[src/rtl/vec_collector.sv]
// Collects three serial multiplier results into one vector word (elements, sum, argmax)
// and buffers it in a small drop-on-full FIFO. Optional drop counter: VEC_COLLECTOR_DROPCNT_EN.
module vec_collector #(
    parameter int DW    = 10,
    parameter int DEPTH = 4,
    parameter int AW    = 2
) (
    input  logic              clk,
    input  logic              rst,
    input  logic              in_valid,
    input  logic [DW-1:0]     in_data,
    input  logic              flush,
    output logic              out_valid,
    input  logic              out_ready,
    output logic [3*DW-1:0]   out_vec,
    output logic [DW+1:0]     out_sum,
    output logic [1:0]        out_maxidx,
    output logic [AW:0]       level,
`ifdef VEC_COLLECTOR_DROPCNT_EN
    output logic [7:0]        drop_cnt,
`endif
    output logic              ovf
);

    typedef enum logic [1:0] {GOT0 = 2'd0, GOT1 = 2'd1, GOT2 = 2'd2} elem_state_t;

    typedef struct packed {
        logic [1:0]      maxidx;
        logic [DW+1:0]   sum;
        logic [3*DW-1:0] vec;
    } entry_t;

    elem_state_t       elem_cnt;
    logic [DW-1:0]     e0, e1;
    logic [AW:0]       wr_ptr, rd_ptr;
    entry_t            mem [DEPTH];
    entry_t            word_c, head;

    logic              complete, full, empty, pop, push, drop;
    logic [DW-1:0]     max01;
    logic [1:0]        idx01;

    // Assemble the completed word from the two captured elements plus the live third one.
    always_comb begin
        max01 = e0;
        idx01 = 2'd0;
        if (e1 > e0) begin
            max01 = e1;
            idx01 = 2'd1;
        end
        word_c.vec    = {in_data, e1, e0};
        word_c.sum    = (DW+2)'(e0) + (DW+2)'(e1) + (DW+2)'(in_data);
        word_c.maxidx = (in_data > max01) ? 2'd2 : idx01;
    end

    assign empty    = (wr_ptr == rd_ptr);
    assign full     = (wr_ptr[AW] != rd_ptr[AW]) && (wr_ptr[AW-1:0] == rd_ptr[AW-1:0]);
    assign out_valid = !empty;
    assign complete = (elem_cnt == GOT2) && in_valid && !flush;
    assign pop      = out_valid && out_ready && !flush;
    // A full FIFO still takes the word when the head leaves on the same edge.
    assign push     = complete && (!full || pop);
    assign drop     = complete && full && !pop;

    assign head       = mem[rd_ptr[AW-1:0]];
    assign out_vec    = head.vec;
    assign out_sum    = head.sum;
    assign out_maxidx = head.maxidx;

    always_ff @(posedge clk) begin
        if (push)
            mem[wr_ptr[AW-1:0]] <= word_c;
    end

    always_ff @(posedge clk or negedge rst) begin
        if (!rst) begin
            elem_cnt <= GOT0;
            e0       <= '0;
            e1       <= '0;
        end else if (flush) begin
            elem_cnt <= GOT0;
        end else if (in_valid) begin
            case (elem_cnt)
                GOT0: begin
                    e0       <= in_data;
                    elem_cnt <= GOT1;
                end
                GOT1: begin
                    e1       <= in_data;
                    elem_cnt <= GOT2;
                end
                default: elem_cnt <= GOT0;
            endcase
        end
    end

    always_ff @(posedge clk or negedge rst) begin
        if (!rst) begin
            wr_ptr <= '0;
            rd_ptr <= '0;
            level  <= '0;
            ovf    <= 1'b0;
        end else if (flush) begin
            wr_ptr <= '0;
            rd_ptr <= '0;
            level  <= '0;
            ovf    <= 1'b0;
        end else begin
            if (push)
                wr_ptr <= wr_ptr + (AW+1)'(1);
            if (pop)
                rd_ptr <= rd_ptr + (AW+1)'(1);
            case ({push, pop})
                2'b10:   level <= level + (AW+1)'(1);
                2'b01:   level <= level - (AW+1)'(1);
                default: level <= level;
            endcase
            if (drop)
                ovf <= 1'b1;
        end
    end

`ifdef VEC_COLLECTOR_DROPCNT_EN
    always_ff @(posedge clk or negedge rst) begin
        if (!rst)
            drop_cnt <= '0;
        else if (flush)
            drop_cnt <= '0;
        else if (drop && drop_cnt != 8'hFF)
            drop_cnt <= drop_cnt + 8'd1;
    end
`endif

endmodule

[config.mk]
export PLATFORM = sky130hd
export DESIGN_NAME = vec_collector
export DESIGN_NICKNAME = d
export VERILOG_FILES = /design/src/rtl/vec_collector.sv
export SDC_FILE = /design/constraint.sdc
export NUM_CORES = 1
export LEC_CHECK = 0
export ABC_AREA = 1
export CORE_MARGIN = 4
export CORE_UTILIZATION = 55
export DETAILED_ROUTE_END_ITERATION = 10
export PLACE_DENSITY = 0.82
export SLEW_MARGIN = 20
export SYNTH_ARGS = -nofsm -noshare
export SYNTH_HDL_FRONTEND = slang
export SYNTH_SLANG_ARGS = --single-unit
[constraint.sdc]
create_clock -name clk -period 9.1 [get_ports clk]
set_clock_uncertainty 0.1 [all_clocks]
set_input_delay 1.365 -clock clk [delete_from_list [all_inputs] [get_ports clk]]
set_output_delay 1.365 -clock clk [all_outputs]
set_load 0.01 [all_outputs]
# Word level (Yosys, flattened, before mapping)
# Memory sizes are Yosys's and may differ from the RTL's.
# Cells that the tools add are included.
word_totals:
  ff_bits: 32
  inputBits: 15
  word_cells: 61
  latch_bits: 0
  rom_bits: 0
  output_inout_bits: 49
  n_memories: 1
  mem_bits_rw: 176
classes:
  eq_ne: 7
  order_cmp: 2
  shift: 0
  n_bitwise: 1
  n_addsub: 6
  div_mod_pow: 0
  mul: 0
  n_reduce_logical: 21
  muxes: 16
mem_list:
  columns: ["memory", "words", "word_bits", "read_ports", "rd_clocked_by_memory_dff", "wr", "line", "text"]
  rows:
  - ["mem", 4, 44, 1, 0, 1, "36", "entry_t mem [DEPTH];"]
op_table:
  columns: ["op", "n"]
  rows:
  - ["$gt 10x10->1", 2]
  - ["$mux 3", 5]
  - ["$add 11x10->12", 1]
  - ["$add 10x10->11", 1]
  - ["$mux 10", 1]
  - ["$add 3x1->3 const B", 3]
  - ["$logic_and 1x1->1", 8]
  - ["$reduce_bool 2->1", 4]
  - ["$mux 2", 3]
  - ["$pmux 3 s2", 1]
  - ["$reduce_and 3->1", 2]
  - ["$mux 1", 5]
  - ["$eq 2x1->1 const B", 2]
  - ["$eq 2x2->1 const B", 2]
  - ["$logic_not 1->1", 4]
  - ["$pmux 2 s2", 1]
  - ["$eq 3x3->1", 1]
  - ["$reduce_bool 3->1", 1]
  - ["$sub 3x1->3 const B", 1]
  - ["$eq 2x2->1", 1]
  - ["$logic_not 2->1", 1]
  - ["$logic_or 1x1->1", 1]
  - ["$ne 1x1->1", 1]
  - ["$not 1->1", 1]

# Depth between registers and ports, before layout
# Gate-level depths: netlist (run 1).
logic_depth:
  ltp_word: 9
  mapped_depth: 18
  ltp_nobuf: 17

# Worst setup path after synthesis (run 1)
# No wires, ideal clock.
synth_path:
  path_type: "input port to flip-flop"
  from: "input in_valid"
  to: "memory mem[3][0] in the netlist's numbering, enable pin"
  setup_slack_ns: 4.802
  required_time_ns: 8.555
  t_arrival_ns: 3.753
  cell_stages: 6
  path_buffers: 0
  path_cell_list: "inv_1 nor2_1 nand2_2 inv_1 nand2_4 nor2_1"
synth_between:
  elab_chain_len: 5
synth_rtl:
  columns: ["item", "line", "text"]
  rows:
  - ["start, declared", "10", "input logic in_valid,"]
  - ["$logic_and 1x1->1 (2 in a row)", "59", "assign complete = (elem_cnt == GOT2) && in_valid && !flush;"]
  - ["$logic_and 1x1->1", "62", "assign push = complete && (!full || pop);"]
  - ["$mux 1", "71", "if (push)"]
  - ["$mux 1 (not written as such)", "72", "mem[wr_ptr[AW-1:0]] <= word_c;"]
  - ["end, declared", "36", null]
# No other way between the ends.

# Worst setup path in the final report (run 1)
layout_path:
  from: "register rd_ptr[0]"
  to: "output out_vec[0]"
layout_between:
  elab_chain_len: 1
layout_rtl:
  columns: ["item", "line", "text"]
  rows:
  - ["start, declared", "35", "logic [AW:0] wr_ptr, rd_ptr;"]
  - ["start signal, assigned", "112", "rd_ptr <= rd_ptr + (AW+1)'(1);"]
  - ["$mem_v2 4x44", null, null]
  - ["end, declared", "15", "output logic [3*DW-1:0] out_vec,"]
# No other way between the ends.

==> results of run 1 <==
==> cell usage after synthesis, drive strengths merged <==
cell type,instances,area share
edfxtp,176,0.58
o21ai,132,0.072
nor2,111,0.045
nand2,82,0.036
inv,56,0.023
o22ai,44,0.030
ha,34,0.046
dfrtp,32,0.087
clkbuf,27,0.011
nand3,18,0.013
a21oi,15,0.0082
fa,12,0.026
buf,7,0.0052
xor2,5,0.0048
nand4,4,0.0027
xnor2,4,0.0038
nor3,3,0.0016
a31oi,2,0.0030
a21o,1,0.00082
a41oi,1,0.00095
and3,1,0.00068
o211ai,1,0.00082
o21a,1,0.00082
o21bai,1,0.00082
==> state kept, by name, summed over array words and instances, names as in the netlist <==
name and count:
e1 10, level 3, e0 10, rd_ptr 3
mem 176, elem_cnt 2, ovf 1, wr_ptr 3
==> final timing paths <==
| path | start | to | slack [ns] | cells past startpoint |
|---|---|---|---|---|
| max | rd_ptr[0] | out_vec[0] | 4.52 | 5 |
| min | ovf | ovf | 0.40 | 2 |
| max reg2reg | e0[8] | mem[2][42] | 4.92 | 15 |
| min in group asynchronous | rst | rd_ptr[1] | 1.17 | 2 |
| max in group asynchronous | rst | rd_ptr[0] | 7.40 | 2 |
| min reg2reg | ovf | ovf | 0.40 | 2 |
==> worst register-to-register path, cell delays in order, from the launching register on <==
cell and delay (ns):
dfrtp_1 0.53, inv_1 0.14, ha_1 0.31, nand2_1 0.09
nor2_1 0.17, o211ai_1 0.12, nand3_1 0.10, nand2_1 0.38
nand2_1 0.19, o21ai_0 0.14, ha_1 0.38, nand4_1 0.16
nor2_1 0.17, o21ai_0 0.10, a21oi_1 0.61, nor2_1 0.19
==> kinds of logic (layout without fill, tap and decap cells) <==
| group | Yosys count | after routing | synth area share |
|---|---|---|---|
| simple gates | 219 | 219 | 0.09919 |
| flops | 208 | 208 | 0.6628 |
| compound gates | 198 | 198 | 0.1173 |
| buf+inv | 90 | 166 | 0.03965 |
| fa+ha+maj | 46 | 46 | 0.07249 |
| xor+xnor | 9 | 9 | 0.008584 |
==> per-stage QoR <==
stage | instance area [µm²] | power, W | setup slack [ns]
global route | 10800 | 0.002835 | 4.254
detailed placement | 10020 | 0.001755 | 4.649
floorplan | 9183 | 0.001580 | 4.802
finish | 10800 | 0.002701 | 4.516
global placement | 10020 | 0.001731 | 4.765
CTS | 10800 | 0.002707 | 4.488
==> final cells by class <==
cell class / instances / share of cell area
Clock inverter: 13 / 0.01773
Tap cell: 216 / 0.02503
Clock buffer: 27 / 0.05457
Timing Repair Buffer: 70 / 0.06326
Inverter: 56 / 0.01993
Sequential cell: 208 / 0.5637
Multi-Input combinational cell: 472 / 0.2558
==> power groups by stage <==
stage	combinational (W)	clock (W)	sequential, W
after floorplan	0.000355	0	0.00123
after global placement	0.000480	0	0.00125
after detailed placement	0.000502	0	0.00125
after CTS	0.000516	0.000956	0.00123
after global routing	0.000594	0.00100	0.00124
final	0.000523	0.000942	0.00124
==> layer usage <==
metal | up-vias | track usage | wire length, µm
met5 | - | 0 | 0
met4 | 0 | 0.07262 | 524
met3 | 53 | 0.03798 | 1387
met2 | 224 | 0.3706 | 9816
met1 | 3011 | 0.2857 | 7970
li1 | 2858 | - | -
==> impl_metrics.tcl, run 1 <==
set metrics [dict create \
    outcome "finished, final reports clean" \
    fin_crit_ns 4.584 \
    post_cts_buffers 0 \
    grt_pass1_wl_mm 31.96 \
    crit_fanout 91 \
    multiInputGateArea_mm2 0.002763 \
    ir_worst_vdd_uv 183.7 \
    critPathSlowestCell "buf_4" \
    p_leak_nw 4.076 \
    crit_family "buffers and inverters" \
    antenna_found_initial 0 \
    fin_util 0.6701 \
    register_area_mm2 0.006087 \
    num_antenna_cells 0 \
    rsz0062_at_grt "false" \
    synthToLayoutAreaGrowth_pct 17.60 \
    overflow 0 \
    drcViolationCount 0 \
    yosysWarnings 0 \
    place_inst 1022 \
    drive_gt1_frac 0.07329 \
    p_comb_frac 0.194 \
    hpwl_mm 11.71 \
    finalHoldViolCount 0 \
    layout_common_cells "176 x edfxtp_1, 131 x o21ai_0, 107 x nor2_1" \
    crit_arrival_ns 3.12 \
    finalNonFillerCells 1062 \
    via_count 6146 \
    vias_per_cell 5.787 \
    crit_chain "buf_4 > inv_4 > o21ai_0 > o22ai_1 > clkdlybuf4s50_1" \
    clkLatencyLatePin_ns 0.51 \
    postRouteAntennaNets 0 \
    cts_root_buffer "clkbuf_16" \
    ys_seq_area_frac 0.6628 \
    syn_area_mm2 0.009183 \
    p_int_w 0.001936 \
    start_util 0.5698 \
    worstSetupPathType "flip-flop to primary output" \
    firstDrtPassIters 5 \
    clkPwrFrac 0.349 \
    drt_iter0_drc 520 \
    hold_class "flip-flop to flip-flop" \
    nNetsFinal 891 \
    routedWlPerCell_um 18.55 \
    relSlewSlack 0.3937 \
    synth.distinct_cells 33 \
    worstPathBufferInverterCount 3 \
    seqPwrFrac 0.458 \
    worst_pin_slew_ns 0.9095 \
    die-width_um 137.2 \
    cts_resized 0 \
    worstSetupEndpointType "primary output" \
    power_density_mw_per_mm2 250.1 \
    slowest_delay_ns 0.69 \
    clk_transition_reported_paths_ns 0.06 \
    final_common_cell "edfxtp_1" \
    synth_seq_cells 208 \
    grt_usage 0.2176 \
    postSynthAreaPerCell_um2 11.93 \
    cts_tree "yes" \
    fin_tns_setup_ns 0 \
    io_pins 64 \
    hold_buffers 0 \
    hold_slack_ns 0.4026 \
    clockBufferDepth 3 \
    port_buffers 63 \
    fillers 1147 \
    sw_frac_of_total 0.2830 \
    syn_inst 770 \
    fp.dieH_um 137.2 \
    clock_sinks 208 \
    core_mm2 0.01612 \
    die_area_mm2 0.01883 \
    slew_violations 0 \
    row_count 46 \
    crit_required_ns 7.64 \
    fin_crit_sh 0.5038 \
    numCtsBuffers 22 \
    grt_pass1_vias 6246 \
    timing.fmax_mhz 218.1 \
    worstSetupStartpointType "flip-flop" \
    htreeDepth 1 \
    setup_viol 0 \
    grt_max_degree 92 \
    wirelength_mm 19.70 \
    power.net_switching_w 0.0007643 \
    cap_violations 0 \
    syn-num-nets 831 \
    gp_congestion 0.8917 \
]
(Power assumes the default switching activity.)
==> run 2, diff against run 1 <==
--- a/config.mk
+++ b/config.mk
@@ -7,9 +7,9 @@
 export LEC_CHECK = 0
 export ABC_AREA = 1
 export CORE_MARGIN = 4
-export CORE_UTILIZATION = 55
+export CORE_UTILIZATION = 53
 export DETAILED_ROUTE_END_ITERATION = 10
-export PLACE_DENSITY = 0.82
+export PLACE_DENSITY = 0.83
 export SLEW_MARGIN = 20
 export SYNTH_ARGS = -nofsm -noshare
 export SYNTH_HDL_FRONTEND = slang
==> constraint.sdc (replaced) <==
create_clock -name clk -period 4 [get_ports clk]
set_clock_uncertainty 0.1 [all_clocks]
set_input_delay 0.6 -clock clk [delete_from_list [all_inputs] [get_ports clk]]
set_output_delay 0.6 -clock clk [all_outputs]
set_load 0.01 [all_outputs]
==> run 2 against run 1 <==
Against the previous run:
- cell count rose by 1.9%
- register-to-register slack got worse by 4.4 ns
- total power rose by 120%
- largest cell class unchanged
- largest power group unchanged
- highest routed layer unchanged
==> impl_metrics.tcl, run 2 (same netlist as run 1, synthesis figures left out) <==
set metrics [dict create \
    outcome "finished, final reports clean" \
    io_pins 64 \
    layout_common_cells "176 x edfxtp_1, 131 x o21ai_0, 107 x nor2_1" \
    clock_sinks 208 \
    crit_required_ns 3.30 \
    drt_iter0_drc 507 \
    place_ws_ns 0.3159 \
    timing.fmax_mhz 283.4 \
    die_area_mm2 0.01950 \
    drcViolationCount 0 \
    clockBufferDepth 3 \
    hold_class "flip-flop to flip-flop" \
    final_common_cell "edfxtp_1" \
    start_util 0.5479 \
    row_count 47 \
    fillers 1194 \
    nNetsFinal 907 \
    grt_usage 0.2106 \
    clkLatencyLatePin_ns 0.49 \
    worstSetupEndpointType "primary output" \
    worst_pin_slew_ns 0.9290 \
    routedWlPerCell_um 19.16 \
    drive_gt1_frac 0.08933 \
    synthToLayoutAreaGrowth_pct 18.64 \
    wirelength_mm 20.73 \
    fin_crit_sh 0.8821 \
    grt_pass1_wl_mm 33.06 \
    setup_ws_ns 0.4717 \
    fp.dieH_um 139.6 \
    p_leak_nw 4.142 \
    numCtsBuffers 22 \
    num_antenna_cells 0 \
    finalHoldViolCount 0 \
    antenna_found_initial 0 \
    overflow 0 \
    via_count 6256 \
    worstSetupPathType "flip-flop to primary output" \
    power_density_mw_per_mm2 555.7 \
    setup_viol 0 \
    cts_root_buffer "clkbuf_16" \
    relSlewSlack 0.3807 \
    core_mm2 0.01676 \
    rsz0062_at_grt "false" \
    die-width_um 139.6 \
    postRouteAntennaNets 0 \
    hpwl_mm 12.76 \
    cts_tree "yes" \
    gp_congestion 0.9326 \
    cts_resized 0 \
    clk_transition_reported_paths_ns 0.06 \
    fin_tns_setup_ns 0 \
    slew_violations 0 \
    worstSetupStartpointType "flip-flop" \
    hold_buffers 0 \
    vias_per_cell 5.782 \
    grt_max_degree 91 \
    crit_fanout 90 \
    htreeDepth 1 \
    port_buffers 63 \
    firstDrtPassIters 5 \
    fin_crit_ns 3.528 \
    post_cts_buffers 0 \
    crit_arrival_ns 2.83 \
    largest_register_ffs 176 \
    cap_violations 0 \
    grt_pass1_vias 6333 \
    ir_worst_vdd_uv 390.2 \
]
[run 2: cell count changes in the layout (fill, tap and decap cells not counted)]
cell / before / now
a21oi_1: 15 / 14
clkinv_8: 2 / 0
clkbuf_1: 3 / 6
nand2_1: 76 / 75
clkbuf_16: 22 / 23
clkinvlp_4: 2 / 0
a21oi_2: 0 / 1
bufinv_16: 4 / 2
nand2_2: 5 / 6
buf_12: 0 / 1
buf_4: 7 / 22
inv_6: 0 / 1
clkbuf_8: 2 / 3
[run 2: routing by layer]
metal,global-route usage,vias to the layer above,part of all wire
met3,0.03259,57,0.072
met1,0.2787,3032,0.40
met4,0.08312,0,0.034
met5,0,-,0
met2,0.3534,277,0.49
li1,-,2890,-
[run 2: power by group]
| part | switching [W] | leakage, nW | total, W | internal (W) |
|---|---|---|---|---|
| clock | 0.000784 | 0.362 | 0.00202 | 0.00124 |
| combinational | 0.000799 | 1.78 | 0.00125 | 0.000451 |
| sequential | 0.000119 | 2.00 | 0.00278 | 0.00266 |
| total | 0.00170 | 4.14 | 0.00605 | 0.00435 |
[run 2: final cells by class]
type / instances / area (µm²) / area share
multi-input combinational: 472 / 2769 / 0.2542
timing repair buffer: 86 / 815.8 / 0.07488
sequential: 208 / 6087 / 0.5587
clock buffer: 32 / 639.4 / 0.05869
tap: 220 / 275.3 / 0.02527
inverter: 56 / 215.2 / 0.01975
clock inverter: 8 / 92.59 / 0.008499
[run 2: path summary, 6_finish.rpt]
check	startpoint	endpoint	slack (ns)	cells after the start
setup reg to reg	e0[9]	mem[2][42]	0.57	17
hold reg to reg	ovf	ovf	0.41	2
max in group asynchronous	rst	e1[1]	3.05	2
setup / recovery	rd_ptr[0]	out_vec[9]	0.47	4
hold / removal	ovf	ovf	0.41	2
min in group asynchronous	rst	level[1]	0.42	2
[run 2: worst max-delay path, cell delays in order, from the launching register on]
cell,delay (ns)
dfrtp_2,0.38
buf_4,0.67
o21ai_0,0.21
o22ai_1,0.41
clkdlybuf4s50_1,0.63
[run 2: through the flow]
stage            util  total power, W  cells  area [µm²]  hold WS (ns)
2_1_floorplan       -        0.003596    770        9183        0.2044
4_1_cts        0.6496        0.006047   1082       10890        0.4212
3_3_place_gp   0.6060        0.003958   1042       10160        0.3729
6_report       0.6500        0.006054   1082       10890        0.4130
3_5_place_dp   0.6060        0.004014   1042       10160        0.4062
5_1_grt        0.6500        0.006339   1082       10890        0.4439
==> patch 1: new RTL, settings of run 2 <==
Encoding of `elem_state_t`: now one-hot (3 bits for 3 states).
--- a/src/rtl/vec_collector.sv
+++ b/src/rtl/vec_collector.sv
@@ -24,3 +24,3 @@
 
-    typedef enum logic [1:0] {GOT0 = 2'd0, GOT1 = 2'd1, GOT2 = 2'd2} elem_state_t;
+    typedef enum logic [2:0] {GOT0 = 3'b001, GOT1 = 3'b010, GOT2 = 3'b100} elem_state_t;
 
Check against the original RTL: same outputs for any inputs over 4 cycles, from zero or initial values and one cycle with rst low; so few cycles prove little.
==> patch 1 against run 2 <==
- total power is 2.2% lower
- setup slack worse by 0.012 ns
- register-to-register slack worse by 0.10 ns
- synthesized area is 0.87% higher
- die area is 0.83% higher
- cell count is 0.37% higher
- wire length is 2.5% lower
- final area hardly changed
- sequential cell count is 1 higher
==> patch 1: results (changes against run 2) <==
Synth
  • Post-synthesis sequential area ratio: 66.0% (-0.29 points)
  • Synth Area in Compound Gates: 11.6% (-0.16 points)
  • Adder-cell share of the synthesized area: 7.19% (-0.063 points)
  • Async set-or-reset flop fraction in the synthesized netlist: 15.8% (+0.40 points)
  • XOR/XNOR share of the synthesized area: 0.851% (-0.0074 points)
  • Top cells by area, synth: edfxtp_1, dfrtp_1, o21ai_0
  • Syn Inst Count: 784 (+1.8%)
  • Top post-synthesis cells by count: edfxtp_1, o21ai_0, nor2_1, nand2_1, inv_1

Global route
  • Largest net degree at the start of global routing: 92 (+1.1%)
  • Overall routing resource usage: 20.9% (-0.18 points)
  • Number of global-route vias before repair: 6334 (+0.016%)
  • First-pass GRT wire length: 32.8 mm (-0.87%)

Routing
  • Wire per inst: 18.6 um (-2.9%)
  • Post-DRT Antenna Nets: 0 (unchanged)
  • Via count: 6221 (-0.56%)
  • DR iter-0 viols: 587 (+16%)

Critical path
  • Critical path's slowest cell: dfrtp_1
  • CP Max Fanout: 46 (-49%)
  • CP arrival: 2.84 ns (about the same)

Cells and area
  • N_diodes: 0 (unchanged)
  • Final Non-Filler Cells: 1086 (+0.37%)
  • Number of fill cells in the layout: 1243 (+4.1%)
  • Layout cell share with drive strength beyond 1: 7.32% (-1.6 points)

Place
  • RD Place Congestion: 0.928 (-0.53%)
  • DP HPWL: 12.4 mm (-2.5%)
  • DP Cell Count: 1049 (+0.67%)
  • Pre-CTS setup slack: 0.316 ns (-0.000294 ns)

Power
  • Leak pwr: 4.15 nW (+0.29%)
  • Worst vdd ir: 0.000376 V (-3.7%)

Run status
  • Status: complete, no violations

Clock network
  • Post-cts sizing count: 0 (unchanged)
  • Num CTS Buffers: 21 (-4.5%)

Timing
  • Worst Tran Pin Value: 0.867 ns (-0.0616 ns)

Worst hold path
  • Hold Crit Class: reg2reg
## patch 1: cell count changes after synthesis, sizes merged, moves of 2 or more
| cell | run 2 | this run |
|---|---|---|
| nand3 | 18 | 20 |
| nand2 | 82 | 90 |
| xnor2 | 4 | 2 |
| o21ai | 132 | 129 |
| o211ai | 1 | 3 |
| inv | 56 | 58 |
| xor2 | 5 | 7 |
| nand4 | 4 | 7 |
## patch 1: metal layers
metal | vias up | global-route usage, % | part of all wire, %
met3 | 55 | 3.04 | 6.6
met4 | 0 | 9.84 | 4.2
li1 | 2908 | - | -
met2 | 232 | 34.8 | 49
met1 | 3026 | 27.2 | 40
met5 | - | 0 | 0
## patch 1: cell type report
type / count / share of cell area [%]
Inverter: 58 / 2.07
Sequential cell: 209 / 56.1
Clock buffer: 25 / 4.96
Clock inverter: 12 / 1.56
Timing Repair Buffer: 75 / 7.07
Multi-Input combinational cell: 482 / 25.7
Tap cell: 225 / 2.58
## patch 1: worst register-to-register path: stages, from the launching register on
cell	delay (ns)
dfrtp_1	0.50
inv_1	0.11
ha_1	0.33
a21oi_1	0.17
o21ai_0	0.13
nand2_1	0.08
nand3_1	0.06
nand2_1	0.45
o21ai_0	0.16
ha_1	0.32
nand2_1	0.07
nor2_1	0.18
nand2_1	0.07
o211ai_1	0.15
nand2_1	0.08
inv_1	0.16
nor2_1	0.10
## patch 1: final timing paths
path | startpoint | end | slack, ns | cells after the start
max | rd_ptr[1] | out_vec[9] | 0.46 | 4
min | ovf | ovf | 0.42 | 2
max reg2reg | e0[5] | mem[3][42] | 0.47 | 16
min reg2reg | ovf | ovf | 0.42 | 2
max in group asynchronous | rst | rd_ptr[0] | 3.02 | 2
min in group asynchronous | rst | level[1] | 0.43 | 2
## patch 1: power breakdown
part / switching, mW / internal (mW)
clock: 0.790 / 1.23
sequential: 0.145 / 2.66
combinational: 0.711 / 0.392
## patch 1: kinds of logic (layout without fill, tap and decap cells)
kind of cell               Yosys count  after routing
AOI/OAI and AO/OA                  198            198
xor gates and xnor gates             9              9
adders and majority gates           46             46
buffers and inverters               93            170
DFF                                209            209
and+or+nand+nor                    229            229
## patch 1: stage by stage
stage / cell area [um^2] / total power [mW]
floorplan: 9260 / 3.56
finish: 10900 / 5.92
global placement: 10200 / 3.86
detailed placement: 10200 / 3.92
global route: 10900 / 6.23
CTS: 10900 / 5.94
==> patch 2: new RTL, flow settings as in run 2 <==
Made on the original files. Add a define of `VEC_COLLECTOR_DROPCNT_EN`.
--- a/src/rtl/vec_collector.sv
+++ b/src/rtl/vec_collector.sv
@@ -2,2 +2,4 @@
 // and buffers it in a small drop-on-full FIFO. Optional drop counter: VEC_COLLECTOR_DROPCNT_EN.
+`define VEC_COLLECTOR_DROPCNT_EN
+
 module vec_collector #(
Function (old outputs only; new: drop_cnt): kept (Yosys induction, for registers that start in step).
==> patch 2 against run 2 <==
- wire length rose by 5.8%
- sequential cell count up 8
- synthesized area up 6.9%
- non-clock buffer count rose by 5
- die area grew 6.5%
- setup slack worse by 0.14 ns
- total power rose by 4.5%
- final area is 6.7% higher
- critical endpoint is now mem[3][42]
==> patch 2: results (changes against run 2) <==
Synth
  • XOR/XNOR share of the synthesized area: 1.16% (+0.30 points)
  • Async set-or-reset flop fraction in the synthesized netlist: 18.5% (+3.1 points)
  • Post-synthesis sequential area ratio: 64.1% (-2.2 points)
  • Synthesized Nets: 907 (+9.1%)
  • Syn Area/Cell: 11.6 um^2 (-2.6%)
  • Synth Area in Compound Gates: 10.6% (-1.1 points)
  • Top cells by area, synth: edfxtp_1, dfrtp_1, o21ai_0

Critical path
  • CP Class: reg2reg
  • Reg2Reg Depth: 16 (-1)
  • R2R setup slack: 0.33 ns (-0.24 ns)
  • CP arrival: 3.87 ns (+1.04 ns)
  • FF-to-FF Start: e0[7]
  • Crit Reg-Reg Endpoint: mem[3][42]
  • CP Max Fanout: 11 (-88%)

Timing
  • Worst Tran Pin Value: 0.932 ns (+0.00313 ns)
  • Hold slack: 0.141 ns (-0.272 ns)

Routing
  • Vias per cell: 5.78 (about the same)
  • DR iter-0 viols: 617 (+22%)

Global route
  • Met1 GRT Util: 27.5% (-0.40 points)
  • Largest net degree at the start of global routing: 92 (+1.1%)
  • Met3 Track Usage GR: 3.51% (+0.25 points)
  • Number of global-route vias before repair: 6733 (+6.3%)
  • Overall routing resource usage: 21.3% (+0.28 points)

Place
  • DP Cell Count: 1127 (+8.2%)
  • Number of port buffers: 71 (+13%)
  • DP HPWL: 13.9 mm (+8.7%)
  • Post-DP Area: 10900 um^2 (+6.9%)

Worst hold path
  • Hold Crit Class: in2async

Cells and area
  • Final Non-Filler Cells: 1167 (+7.9%)
  • Final Net Count: 984 (+8.5%)

Clock network
  • Worst-skew pair later-pin latency: 0.51 ns (+0.02 ns)

Power
  • Leak pwr: 4.49 nW (+8.5%)
  • Worst vdd ir: 0.000380 V (-2.6%)

Run status
  • Status: complete, no violations
## patch 2: power groups by stage
stage	clock (mW)	combinational [mW]	sequential, mW
global route	2.27	1.44	2.91
CTS	2.18	1.26	2.89
finish	2.15	1.28	2.90
floorplan	0	0.858	2.87
detailed placement	0	1.23	2.94
global placement	0	1.16	2.93
## patch 2: cell families after synthesis
group | Yosys count
and+or+nand+nor | 277
DFF | 216
AOI/OAI and AO/OA | 192
buffers and inverters | 100
adders and majority gates | 47
xor gates and xnor gates | 13
## patch 2: final cells by class
class	count	area, um^2
repair buffers	91	906
well taps	229	287
clock inverters	13	169
fillers	1243	6460
multi-input cells	529	3130
flip-flops and latches	216	6290
clock buffers	27	601
inverters	62	245
## patch 2: worst max path at each step
stage,to,slack (ns)
finish,mem[3][42],0.33
detailed placement,mem[2][41],0.25
global placement,mem[2][41],0.35
global route,mem[3][42],0.07
floorplan,mem[3][0],0.39
CTS,mem[1][42],0.34
## patch 2: timing repair
item / 4_1_cts / 5_1_grt
hold endpoints to repair: 0 / 0
resized for setup: 0 / 1
setup endpoints to repair: 0 / 4
## patch 2: stage by stage
step	power (mW)	setup slack, ns
finish	6.33	0.332
global route	6.61	0.0745
CTS	6.33	0.345
detailed placement	4.17	0.248
global placement	4.09	0.348
floorplan	3.73	0.395
## patch 2: routing by layer
layer | share of wire, % | routed length, um | vias up
met3 | 6.5 | 1440 | 52
met1 | 40 | 8790 | 3296
met5 | 0 | 0 | -
li1 | - | - | 3131
met2 | 50 | 11100 | 265
met4 | 2.9 | 636 | 0
## patch 2: worst max-delay path, delay by kind of cell, from the launching register on
kind	cells	cell delay (ns)
AND/OR/NAND/NOR	10	1.74
adder cells (fa/ha/maj)	2	0.56
flip-flops	1	0.52
AO/OA/AOI/OAI	2	0.35
buffers and inverters	2	0.19
